**src/rtl/aes_block_packer.sv**
```systemverilog
// Packs UART RX bytes into BLOCK_BYTES-wide plaintext blocks and hands them to AES on valid/ready.
// Optional partial-block idle timeout is compiled in when AES_PACK_TIMEOUT_EN is defined.
//
// state | meaning
// IDLE  | no bytes held, byte_count = 0
// FILL  | 1..BLOCK_BYTES-1 bytes held
// FULL  | complete block presented, block_valid = 1
module aes_block_packer #(
  parameter int BLOCK_BYTES    = 16,
  parameter int TIMEOUT_CYCLES = 100000
) (
  input  logic                               clk,
  input  logic                               rst,
  input  logic [7:0]                         rx_data,
  input  logic                               rx_valid,
  input  logic                               block_ready,
  output logic [8*BLOCK_BYTES-1:0]           block_out,
  output logic                               block_valid,
  output logic [$clog2(BLOCK_BYTES+1)-1:0]   byte_count,
  output logic                               overrun
);

  localparam int BW = 8 * BLOCK_BYTES;
  localparam int CW = $clog2(BLOCK_BYTES + 1);
  localparam logic [CW-1:0] LAST = CW'(BLOCK_BYTES - 1);

  if (BLOCK_BYTES < 2 || TIMEOUT_CYCLES < 1) begin : g_bad_param
    $error("aes_block_packer: BLOCK_BYTES must be >= 2 and TIMEOUT_CYCLES >= 1");
  end

  typedef enum logic [1:0] {IDLE, FILL, FULL} state_t;
  state_t state;

  logic timeout;

`ifdef AES_PACK_TIMEOUT_EN
  localparam int TW = $clog2(TIMEOUT_CYCLES + 1);
  logic [TW-1:0] idle_tmr;
  logic          accept;
  logic          to_full;

  assign accept  = rx_valid && (state != FULL || block_ready);
  assign to_full = rx_valid && state != FULL && byte_count == LAST;
  assign timeout = (state == FILL) && !rx_valid && (idle_tmr == TW'(1));

  // Down-counter reloaded on each accepted byte; terminal count 1 ends the partial block.
  always_ff @(posedge clk or posedge rst) begin
    if (rst) begin
      idle_tmr <= '0;
    end else if (accept && !to_full) begin
      idle_tmr <= TW'(TIMEOUT_CYCLES);
    end else if (state == FILL && !to_full) begin
      if (idle_tmr != '0) idle_tmr <= idle_tmr - TW'(1);
    end else begin
      idle_tmr <= '0;
    end
  end
`else
  assign timeout = 1'b0;
`endif

  always_ff @(posedge clk or posedge rst) begin
    if (rst) begin
      state       <= IDLE;
      block_out   <= '0;
      block_valid <= 1'b0;
      byte_count  <= '0;
      overrun     <= 1'b0;
    end else begin
      case (state)
        IDLE, FILL: begin
          if (rx_valid) begin
            block_out  <= {block_out[BW-9:0], rx_data};
            byte_count <= byte_count + CW'(1);
            if (byte_count == LAST) begin
              state       <= FULL;
              block_valid <= 1'b1;
            end else begin
              state <= FILL;
            end
          end else if (timeout) begin
            state      <= IDLE;
            byte_count <= '0;
          end
        end
        FULL: begin
          if (block_ready) begin
            block_valid <= 1'b0;
            // A byte arriving on the handshake cycle starts the next block.
            if (rx_valid) begin
              block_out  <= {block_out[BW-9:0], rx_data};
              byte_count <= CW'(1);
              state      <= FILL;
            end else begin
              byte_count <= '0;
              state      <= IDLE;
            end
          end else if (rx_valid) begin
            overrun <= 1'b1;
          end
        end
        default: begin
          state       <= IDLE;
          block_valid <= 1'b0;
          byte_count  <= '0;
        end
      endcase
    end
  end

endmodule

```
**config.mk**
```make
export PLATFORM = sky130hd
export DESIGN_NAME = aes_block_packer
export DESIGN_NICKNAME = d
export VERILOG_FILES = /design/src/rtl/aes_block_packer.sv
export SDC_FILE = /design/constraint.sdc
export NUM_CORES = 1
export LEC_CHECK = 0
export BUFFER_PORTS_ARGS = -buffer_cell sky130_fd_sc_hd__buf_2
export CORE_MARGIN = 8
export CORE_UTILIZATION = 29
export CTS_CLUSTER_DIAMETER = 200
export DETAILED_ROUTE_END_ITERATION = 8
export GPL_TIMING_DRIVEN = 0
export HOLD_SLACK_MARGIN = 0.1
export SLEW_MARGIN = 20
export SYNTH_ARGS = -nofsm -noshare
export SYNTH_HDL_FRONTEND = slang
export SYNTH_SLANG_ARGS = --single-unit
```
**constraint.sdc**
```tcl
create_clock -name clk -period 12.6 [get_ports clk]
set_input_delay 2.52 -clock clk [delete_from_list [all_inputs] [get_ports clk]]
set_output_delay 2.52 -clock clk [all_outputs]
set_load 0.02 [all_outputs]
```
# ---- After elaboration in Yosys (flattened, before gate mapping)
# Index checks and enable logic that the tools add are counted.
dict set report totals {
  register_bits 137
  ramBits 0
  memories 0
  elab_cells 36
  latchBits 0
  rom_bits 0
  output_inout_bits 135
}
dict set report classes {
  order_cmp 0
  muxes 16
  addsub 1
  n_reduce_logical 7
  eq_ne 6
  mul 0
  bitwise_logic 1
  div 0
  shift 0
}
# op n
set op_table {}
lappend op_table {{128-bit two-way mux} 2}
lappend op_table {{128-bit one-hot mux with 2 select lines} 1}
lappend op_table {{5-bit two-way mux} 2}
lappend op_table {{5-bit one-hot mux with 2 select lines} 1}
lappend op_table {{2-bit two-way mux} 3}
lappend op_table {{2-bit != test (second input constant)} 3}
lappend op_table {{3-bit AND reduction} 2}
lappend op_table {{5-bit by 1-bit adder with 5-bit output (second input constant)} 1}
lappend op_table {{5-bit by 4-bit == test with 1-bit output (second input constant)} 1}
lappend op_table {{1-bit two-way mux} 5}
lappend op_table {{2-bit one-hot mux with 2 select lines} 1}
lappend op_table {{2-bit AND reduction} 2}
lappend op_table {{2-bit by 1-bit == test with 1-bit output (second input constant)} 1}
lappend op_table {{2-bit == test (second input constant)} 1}
lappend op_table {{2-bit logical NOT} 1}
lappend op_table {{1-bit one-hot mux with 2 select lines} 1}
lappend op_table {{2-bit nonzero test} 1}
lappend op_table {{2-bit OR reduction} 1}
lappend op_table {{1-bit inverter} 1}

# ---- Longest topological paths before layout
dict set report depth {
  word_depth 4
  depth_mapped 6
  ltp_nobuf 6
}

# ---- Worst setup path before layout
# OpenSTA, ideal clock, no wires.
dict set report synth_path {
  path_type {input to register}
  startpoint {input block_ready}
  endpoint {register block_out[0]}
  arrival_ps 3462
  setup_slack_ps 9013
  required_time_ps 12475
  setup_time_ps 125
  stages 5
  n_path_buf 2
  cell_sequence {nor2b_1 o21ai_2 buf_6 buf_8 mux2_4}
}
dict set report synth_between {
  elab_chain_cells 2
}
# item line_no
set synth_lines {}
lappend synth_lines {{start, declared} 16} ;# input logic block_ready,
lappend synth_lines {{2-bit != test (no line)} n/a}
lappend synth_lines {{2-bit AND reduction (no line)} n/a}
lappend synth_lines {{end signal, assigned} 73} ;# block_out <= {block_out[BW-9:0], rx_data};
lappend synth_lines {{end signal, assigned} 91} ;# block_out <= {block_out[BW-9:0], rx_data};
lappend synth_lines {{end, declared} 17} ;# output logic [8*BLOCK_BYTES-1:0] block_out,
# No other way between the ends.
# A chain may end at the register's enable or synchronous reset.

# ---- Worst setup path in the final report
dict set report layout_path {
  startpoint {register byte_count[0]}
  endpoint {output byte_count[0]}
}
# item line_no
set layout_lines {}
lappend layout_lines {{start, declared} 19} ;# output logic [$clog2(BLOCK_BYTES+1)-1:0] byte_count,
lappend layout_lines {{start signal, assigned} 74} ;# byte_count <= byte_count + CW'(1);
# No word-level cell between the ends.

==> flow_metrics.tcl <==
set metrics [dict create \
    overflow 0 \
    root_buffer "clkbuf_16" \
    avgSynthCellArea_sq_um 18.1 \
    hold_viol 0 \
    antenna_found_initial 0 \
    fin_skew_ns 0.0133 \
    ys_ff_latch 137 \
    cp_slowest_stage_delay_ns 0.45 \
    pre_cts_ws_ns 8.72 \
    h-tree-depth 4 \
    vias_per_cell 4.26 \
    arrival_ns 1.09 \
    path_delay_family "flip-flops" \
    start_util_pct 29.6 \
    groute.usage.overall_pct 11.1 \
    wl_per_cell_microns 17.2 \
    slowest_stage "dfrtp_1" \
    synth_top_area_share_pct 59.4 \
    status "completed" \
    netlist_instances 319 \
    fp.dieH_microns 157 \
    io_pins 147 \
    period_needed_ns 3.61 \
    hold-path-cell-count 1 \
    nets 499 \
    critical_path.max_fanout 6 \
    syn_nets 333 \
    clock_path_buffers 2 \
    cts_setup_buffers 0 \
    synth_warnings 0 \
    via_count 3254 \
    die_area_sq_um 24700 \
    setup_violations 0 \
    fin_tns_setup_ns 0 \
    synth_cell_type_count 27 \
    drc_errors 0 \
    hold_slack_ns 0.487 \
    grt_pass1_vias 3610 \
    drv_cap 0 \
    fp.coreArea_sq_um 19500 \
    syn_to_final_growth_pct 29.6 \
    min_period_over_period_pct 28.6 \
    grt_max_degree 80 \
    p_leak_uw 0.00371 \
    insertion_delay_ns 0.42 \
    hold_path.class "flop to flop" \
    cts_tree "done" \
    rr_worst_depth 5 \
    rsz0062_at_grt "false" \
    start_kind "flop" \
    crit_path_end_kind "output pin" \
    synth.cell_area_sq_um 5770 \
    ys_seq_area_share_pct 59.4 \
    synthTopCellsByArea "dfrtp_1 (59%), mux2_4 (31%), buf_8 (2.6%)" \
    worst_pin_slew_ns 0.481 \
    drt_wl_total_microns 13100 \
    rrSetupSlack_ns 10.92 \
    synth_top_area_cell "dfrtp_1" \
    crit_type "flop to output pin" \
    p_per_area_nw_per_um2 284 \
    cts_resized 0 \
    min_to "overrun$_DFFE_PP0P_" \
    rows 51 \
    globalplace.congestion 0.755 \
    grt_pass1_wl_microns 21000 \
    fin_ws_ns 8.99 \
    fmax_mhz 277 \
    drive_gt1_share_pct 65.1 \
    path_clk_slew_ns 0.06 \
    drtIter0Drc 106 \
    required_ns 10.08 \
    drv_slew 0 \
    cts_buffers 17 \
    r2r_end "byte_count[4]$_DFFE_PP0P_" \
    r2r-start "byte_count[0]$_DFFE_PP0P_" \
    dpl.hpwl_microns 9840 \
    path_buf_inv 1 \
    crit_chain "buf_2" \
    vdd_drop_max_uv 110 \
    port_buffers 146 \
    insertedDiodeCount 0 \
    ctsHoldBuffers 0 \
    hp-start "overrun$_DFFE_PP0P_" \
    drt.antenna.violating_nets 0 \
    chipWidth_microns 157 \
    slew_headroom_pct 68.0 \
    drt-pass1-iter-count 4 \
    finalPower_uw 2120 \
    clkSinkCount 137 \
]
==> how the worst max path moves through the flow <==
stage | startpoint | endpoint | slack (ns) | cells past startpoint
2_1_floorplan | rst | block_out[0]$_DFFE_PP0P_ | 6.41 | 1
3_3_place_gp | rst | byte_count[1]$_DFFE_PP0P_ | 4.83 | 2
3_5_place_dp | block_ready | block_out[125]$_DFFE_PP0P_ | 8.72 | 6
4_1_cts | byte_count[0]$_DFFE_PP0P_ | byte_count[0] | 8.96 | 1
5_1_grt | byte_count[0]$_DFFE_PP0P_ | byte_count[0] | 8.93 | 1
6_report | byte_count[0]$_DFFE_PP0P_ | byte_count[0] | 8.99 | 1
==> stage by stage <==
stage / utilization, % / std cells / cell area, sq um
CTS: 38.4 / 763 / 7480
finish: 38.4 / 763 / 7480
global placement: 35.1 / 730 / 6830
global route: 38.4 / 763 / 7480
floorplan: - / 319 / 5770
detailed placement: 35.3 / 731 / 6870
==> power by group <==
part,internal (uW),switching (uW)
registers,629,166
clock network,317,195
logic,390,422
total,1340,783
==> placed cells by master, fill, tap and decap left out <==
master | synthesis | routed
o31ai_1 | 1 | 1
xnor2_1 | 1 | 1
clkbuf_8 | 0 | 1
nand4_1 | 1 | 1
buf_8 | 10 | 10
o32ai_1 | 1 | 1
clkbuf_1 | 2 | 2
o21ai_2 | 1 | 1
o21ai_0 | 3 | 3
nand2b_1 | 2 | 2
clkinv_2 | 0 | 2
mux2i_1 | 2 | 2
inv_1 | 3 | 2
clkinvlp_4 | 0 | 5
ha_1 | 2 | 2
a31oi_1 | 1 | 1
a21oi_1 | 4 | 4
o22ai_1 | 2 | 2
buf_16 | 0 | 1
nand2_1 | 3 | 3
dfrtp_1 | 137 | 137
buf_2 | 0 | 146
o21bai_1 | 2 | 2
a41oi_1 | 1 | 1
mux2_2 | 9 | 9
inv_8 | 0 | 1
inv_6 | 0 | 2
nor2_1 | 3 | 3
bufinv_16 | 0 | 3
clkinv_4 | 0 | 2
mux2_4 | 120 | 120
and3_1 | 1 | 1
clkbuf_16 | 0 | 17
buf_6 | 4 | 4
nand3_1 | 1 | 1
nor3b_1 | 1 | 1
nor2b_1 | 1 | 1
==> cells in the mapped netlist (all sizes together) <==
library cell and instances:
a21oi 4, a31oi 1, a41oi 1, and3 1, buf 14, clkbuf 2, dfrtp 137, ha 2
inv 3, mux2 129, mux2i 2, nand2 3, nand2b 2, nand3 1, nand4 1, nor2 3
nor2b 1, nor3b 1, o21ai 4, o21bai 2, o22ai 2, o31ai 1, o32ai 1, xnor2 1
==> flip-flops by register name, summed over array words and instances (netlist names) <==
name and count:
state 2, overrun 1, byte_count 5, block_valid 1, block_out 128
==> area by class of cell <==
cell class	count	area, sq um
Buffer	16	203
Clock buffer	18	439
Clock inverter	14	173
Fill cell	1847	12000
Inverter	3	18.8
Multi-Input combinational cell	163	2130
Sequential cell	137	3430
Tap cell	265	332
Timing Repair Buffer	147	758
==> kinds of logic after synthesis <==
group / after synthesis / synth area share, %
adder cells (fa/ha/maj): 2 / 0.434
XOR/XNOR: 1 / 0.152
multiplexers: 131 / 33.3
flip-flops: 137 / 59.4
buffers and inverters: 19 / 3.71
AND/OR/NAND/NOR: 13 / 1.15
AO/OA/AOI/OAI: 16 / 1.78
==> per-layer routing <==
| metal | vias up | part of all wire, % | global-route usage (%) |
|---|---|---|---|
| met1 | 1643 | 44 | 13.7 |
| li1 | 1464 | - | - |
| met4 | 0 | 1.1 | 3.67 |
| met5 | - | 0 | 0 |
| met2 | 133 | 43 | 16.0 |
| met3 | 14 | 12 | 6.31 |
Note: power is estimated with default switching activity, not from simulation.
